`src/rtl/pc_pkg.sv`:
```
// Shared types and constants for the fetch program counter: FSM state
// encoding, default vectors and the alignment check used on redirects.
package pc_pkg;

  typedef enum logic [1:0] {
    ST_BOOT = 2'd0,
    ST_RUN  = 2'd1,
    ST_HALT = 2'd2
  } pc_state_e;

  localparam logic [31:0] PC_DEF_RESET_VEC = 32'h0000_0000;
  localparam logic [31:0] PC_DEF_TRAP_VEC  = 32'h0000_0100;

  // Only the two low target bits can violate 2- or 4-byte alignment.
  function automatic logic is_misaligned(input logic [1:0]  target_lsb,
                                         input int unsigned ialign);
    if (ialign == 2) begin
      return target_lsb[0];
    end
    return |target_lsb;
  endfunction

endpackage

```
`src/rtl/pc_next_sel.sv`:
```
// Combinational next-PC / next-state priority mux for pc_unit.
// Holds no state; the top level registers everything it produces.
module pc_next_sel
  import pc_pkg::*;
#(
  parameter int unsigned     XLEN     = 32,
  parameter logic [XLEN-1:0] TRAP_VEC = XLEN'(PC_DEF_TRAP_VEC),
  parameter int unsigned     IALIGN   = 4
) (
  input  pc_state_e       state_i,
  input  logic [XLEN-1:0] pc_i,
  input  logic            fetch_ready_i,
  input  logic            stall_i,
  input  logic            redirect_valid_i,
  input  logic [XLEN-1:0] redirect_target_i,
  input  logic            trap_req_i,
  input  logic            halt_req_i,
  input  logic            resume_req_i,
  output logic [XLEN-1:0] next_pc_o,
  output pc_state_e       next_state_o,
  output logic            misalign_o
);

  logic [XLEN-1:0] pc_inc;
  logic            target_misaligned;

  assign pc_inc            = pc_i + XLEN'(IALIGN);
  assign target_misaligned = is_misaligned(redirect_target_i[1:0], IALIGN);

  // Redirect and trap deliberately bypass stall/fetch_ready: the in-flight
  // fetch is squashed rather than completed.
  always_comb begin
    next_pc_o    = pc_i;
    next_state_o = state_i;
    misalign_o   = 1'b0;
    case (state_i)
      ST_BOOT: begin
        next_state_o = ST_RUN;
      end
      ST_RUN: begin
        if (trap_req_i) begin
          next_pc_o = TRAP_VEC;
        end else if (redirect_valid_i) begin
          if (target_misaligned) begin
            next_pc_o  = TRAP_VEC;
            misalign_o = 1'b1;
          end else begin
            next_pc_o = redirect_target_i;
          end
        end else if (halt_req_i) begin
          next_state_o = ST_HALT;
        end else if (!stall_i && fetch_ready_i) begin
          next_pc_o = pc_inc;
        end
      end
      ST_HALT: begin
        if (trap_req_i) begin
          next_pc_o    = TRAP_VEC;
          next_state_o = ST_RUN;
        end else if (resume_req_i) begin
          next_state_o = ST_RUN;
        end
      end
      default: begin
        next_state_o = ST_BOOT;
      end
    endcase
  end

endmodule

```
`src/rtl/pc_unit.sv`:
```
// Fetch program counter: registers PC, FSM state and misalignment status,
// and presents the PC to instruction fetch through a valid/ready handshake.
module pc_unit
  import pc_pkg::*;
#(
  parameter int unsigned     XLEN      = 32,
  parameter logic [XLEN-1:0] RESET_VEC = XLEN'(PC_DEF_RESET_VEC),
  parameter logic [XLEN-1:0] TRAP_VEC  = XLEN'(PC_DEF_TRAP_VEC),
  parameter int unsigned     IALIGN    = 4
) (
  input  logic            clk,
  input  logic            reset_n,
  input  logic            fetch_ready,
  input  logic            stall,
  input  logic            redirect_valid,
  input  logic [XLEN-1:0] redirect_target,
  input  logic            trap_req,
  input  logic            halt_req,
  input  logic            resume_req,
  output logic [XLEN-1:0] pc_out,
  output logic            pc_valid,
  output logic            misalign_err,
  output logic [XLEN-1:0] misalign_addr,
  output logic            halted
);

  pc_state_e       state_q, state_d;
  logic [XLEN-1:0] pc_q, pc_d;
  logic            misalign_err_q, misalign_err_d;
  logic [XLEN-1:0] misalign_addr_q, misalign_addr_d;
  logic            sel_misalign;

  pc_next_sel #(
    .XLEN     (XLEN),
    .TRAP_VEC (TRAP_VEC),
    .IALIGN   (IALIGN)
  ) u_next_sel (
    .state_i           (state_q),
    .pc_i              (pc_q),
    .fetch_ready_i     (fetch_ready),
    .stall_i           (stall),
    .redirect_valid_i  (redirect_valid),
    .redirect_target_i (redirect_target),
    .trap_req_i        (trap_req),
    .halt_req_i        (halt_req),
    .resume_req_i      (resume_req),
    .next_pc_o         (pc_d),
    .next_state_o      (state_d),
    .misalign_o        (sel_misalign)
  );

  // The error flag is a one-cycle pulse; the address is sticky until the
  // next offending redirect.
  always_comb begin
    misalign_err_d  = sel_misalign;
    misalign_addr_d = misalign_addr_q;
    if (sel_misalign) begin
      misalign_addr_d = redirect_target;
    end
  end

  always_ff @(posedge clk) begin
    if (!reset_n) begin
      state_q         <= ST_BOOT;
      pc_q            <= RESET_VEC;
      misalign_err_q  <= 1'b0;
      misalign_addr_q <= '0;
    end else begin
      state_q         <= state_d;
      pc_q            <= pc_d;
      misalign_err_q  <= misalign_err_d;
      misalign_addr_q <= misalign_addr_d;
    end
  end

  always_comb begin
    pc_valid = (state_q == ST_RUN);
    halted   = (state_q == ST_HALT);
  end

  assign pc_out        = pc_q;
  assign misalign_err  = misalign_err_q;
  assign misalign_addr = misalign_addr_q;

endmodule

```
`config.mk`:
```
export PLATFORM = sky130hd
export DESIGN_NAME = pc_unit
export DESIGN_NICKNAME = d
export VERILOG_FILES = /design/src/rtl/pc_pkg.sv /design/src/rtl/pc_next_sel.sv /design/src/rtl/pc_unit.sv
export SDC_FILE = /design/constraint.sdc
export NUM_CORES = 1
export LEC_CHECK = 0
export ABC_CLOCK_PERIOD_IN_PS = 5150
export CORE_ASPECT_RATIO = 1.25
export CORE_UTILIZATION = 50
export CTS_CLUSTER_SIZE = 24
export DETAILED_ROUTE_END_ITERATION = 12
export GPL_TIMING_DRIVEN = 0
export PLACE_DENSITY = 0.93
export SYNTH_ARGS = -nofsm -noshare
export SYNTH_HDL_FRONTEND = slang
export SYNTH_SLANG_ARGS = --single-unit
```
`constraint.sdc`:
```
create_clock -name clk -period 5.15 [get_ports clk]
set_input_delay 0.7725 -clock clk [delete_from_list [all_inputs] [get_ports clk]]
set_output_delay 0.7725 -clock clk [all_outputs]
set_load 0.02 [all_outputs]
```
==> out/qor.yml <==
cells_and_area:
  nFillCells: 520
  antenna_cells: 0
  syn2layout_area_growth_pct: 42.0
  layout.cells.non_filler: 612
  layout.nets: 565
  drive_gt1_share_pct: 5.90
  final_cell_area_mm2: 0.00477
timing:
  fin_skew_ns: 0.00667
  worst_slew_pin_slew_ns: 0.962
  relSlewSlack_pct: 35.3
  setup-tns-final_ns: 0
  fin_crit_sh_pct: 53.3
  finalHoldViolCount: 0
  period_minus_slack_ns: 2.75
  finalMaxSlewViolations: 0
  setup_viol: 0
  fmax_ghz: 0.364
  rsz0062_at_grt: "no"
synth:
  yosysTopAreaCell: "dfxtp_1"
  synth_top_cell_area_share_pct: 39.9
  yosysUniqueCellTypes: 52
  ys_seq_area_share_pct: 39.9
  syn-num-nets: 448
  netlist_area_mm2: 0.00336
  synthFlopType: "dfxtp_1"
  async_flop_share_pct: 0
  syn_avg_cell_area_um2: 8.33
  netlist_instances: 403
  ys_ff_latch: 67
  synth.area.top_cells: "dfxtp_1 (40%), nand2_1 (10%), a21boi_0 (5.6%), a22o_1 (3.7%), xor2_1 (2.9%)"
  synthTopCellsByCount: "nand2_1 (91), dfxtp_1 (67), a21boi_0 (25)"
  post-synth-top-count-cell: "nand2_1"
  synth_edf_count: 0
  synth_warnings: 0
cts:
  clock_path_buffers: 2
  htreeDepth: 3
  cts_tree: "done"
  insertion_delay_ns: 0.36
  cts.clk_slew.worst_paths_ns: 0.07
  cts_inserted_buffers: 9
  cts_sinks: 67
  cts-root-buf: "clkbuf_8"
  postCtsResizedCells: 0
  post_cts.repair.setup_buffers: 0
  cts-hold-fix-buffers: 0
power:
  p_sw_uw: 522
  p_int_uw: 1080
  leakage_uw: 0.00164
  p_comb_share_pct: 29.0
  total_power_uw: 1610
  clock_power_share_pct: 33.6
  cellPowerDensity_mw_per_mm2: 337
  pwr-share-seq_pct: 37.3
  switching_share_pct: 32.5
  max-vdd-ir-drop_uv: 222
hold_path:
  hold-path-cell-count: 2
  hp-start: "misalign_addr[4]"
  hold_class: "reg2reg"
  hold_end: "misalign_addr[4]"
detailed_routing:
  post_drt_wl_per_cell_um: 16.9
  drc_errors: 0
  vias: 3601
  wl_um: 10400
  drt_first_iter_violations: 257
  ant_nets: 0
  drtPass1Iterations: 5
  routed_via_density: 5.88
worst_setup_path:
  critPathCaptureType: "flop"
  worstReg2RegStart: "state_q[1]"
  crit_path_max_fanout: 10
  cp.required_ns: 5.43
  timing.rr.end: "misalign_addr[9]"
  cp.arrival_ns: 3.03
  critPathKind: "in2reg"
  worst_setup_path_start_kind: "input port"
  crit_chain: "clkdlybuf4s50_1 > nor2_1 > nor3_1 > clkbuf_1 > nand2_1 > a21boi_0"
  slowest_stage: "nor3_1"
  critical-path-max-stage-delay_ns: 0.80
  cp_num_buf_inv: 2
  ff2ff_path_depth: 7
  reg2reg_slack_ns: 2.79
  crit_family: "simple AND/OR/NAND/NOR gates"
floorplanning:
  core_area_mm2: 0.00652
  die_area_mm2: 0.00705
  ioPinCount: 107
  die_h_um: 93.6
  row_count: 33
  initial_core_util_pct: 51.5
  fp.dieW_um: 75.3
placed_design:
  dp_cells: 596
  dp.final_hpwl_um: 7380
  io_buffers: 106
  gp_congestion: 0.897
  dpl_cell_area_mm2: 0.00453
global_route:
  grt_antenna_before_repair: 0
  grt_pass1_vias: 3492
  grt_pass1_wl_um: 16300
  grtUsageTotal_pct: 30.9
  grt_max_degree: 12
  overflow: 0
flow_run:
  max_cap_viol_count: 0
status:
  status: "finished, final reports clean"
==> layer usage <==
metal	GRT usage (%)	wire length (um)	part of all wire, %	up-vias
met2	52.1	5310	51	200
met5	0	0	0	-
met3	6.47	736	7.1	39
li1	-	-	-	1675
met4	19.0	403	3.9	0
met1	34.5	3910	38	1687
==> final cells by class <==
| type | instances | area [um^2] | area share (%) |
|---|---|---|---|
| inverters | 8 | 30.0 | 0.630 |
| well taps | 87 | 109 | 2.28 |
| plain buffers | 24 | 100 | 2.10 |
| repair buffers | 106 | 1060 | 22.2 |
| flip-flops and latches | 67 | 1340 | 28.1 |
| multi-input cells | 304 | 1890 | 39.6 |
| clock buffers | 11 | 141 | 2.96 |
| clock inverters | 5 | 100 | 2.10 |
==> worst min-delay path, delay by kind of cell (launching register included) <==
kind            cells  cell delay [ns]
flops               1             0.31
simple gates        1             0.05
compound gates      1             0.05
==> power by group through the flow <==
stage / clock network (uW) / logic, uW / registers, uW
after global routing: 565 / 502 / 603
after detailed placement: 0 / 451 / 608
after CTS: 536 / 460 / 597
after floorplan: 0 / 235 / 638
final: 540 / 466 / 599
after global placement: 0 / 438 / 606
==> stage by stage <==
stage               utilization, %  setup WS [ns]  hold slack [ns]
floorplan                        -           3.02            0.501
global placement              69.4           2.19            0.443
detailed placement            69.4           2.16            0.444
CTS                           73.1           2.49            0.454
global route                  73.1           2.36            0.474
finish                        73.1           2.40            0.453
==> layout by cell type (no fill, tap or decap), types with 3 or more instances in the layout <==
master	count
nand2b_1	3
buf_2	5
clkbuf_1	19
clkbuf_8	10
a22oi_1	7
and3_1	3
nor4_1	6
dfxtp_1	67
nor2b_1	4
xnor2_1	5
o21ai_1	5
a21boi_0	25
ha_1	5
nor2_1	16
nand4_1	7
nand2_1	91
o2bb2ai_1	7
a22o_1	14
nor3_1	4
a21oi_1	12
clkdlybuf4s50_1	106
bufinv_16	3
a21boi_1	8
and2_1	4
xor2_1	11
and4_1	4
nand3_1	15
o22ai_1	6
inv_1	8
o21ai_0	12
==> worst max-delay path by stage <==
stage	from	slack, ns	endpoint	depth (start not counted)
finish	redirect_target[0]	2.40	misalign_addr[9]	6
global route	redirect_target[0]	2.36	misalign_addr[7]	6
CTS	redirect_target[0]	2.49	misalign_addr[9]	6
detailed placement	redirect_target[0]	2.16	misalign_addr[13]	6
global placement	redirect_target[0]	2.19	misalign_addr[16]	6
floorplan	redirect_valid	3.02	pc_out[4]	6
==> registers in the layout, indices dropped and copies added, names as in the netlist <==
signal         flops
misalign_err       1
misalign_addr     32
state_q            2
pc_out            32
==> kinds of logic after synthesis <==
family          after synthesis  share of synthesized area (%)
xor+xnor                     16                           4.17
buf+inv                      32                           3.87
mux                           1                          0.298
flops                        67                           39.9
simple gates                169                           25.6
compound gates              113                           24.3
fa+ha+maj                     5                           1.86
Note: power is estimated with default switching activity, not from simulation.
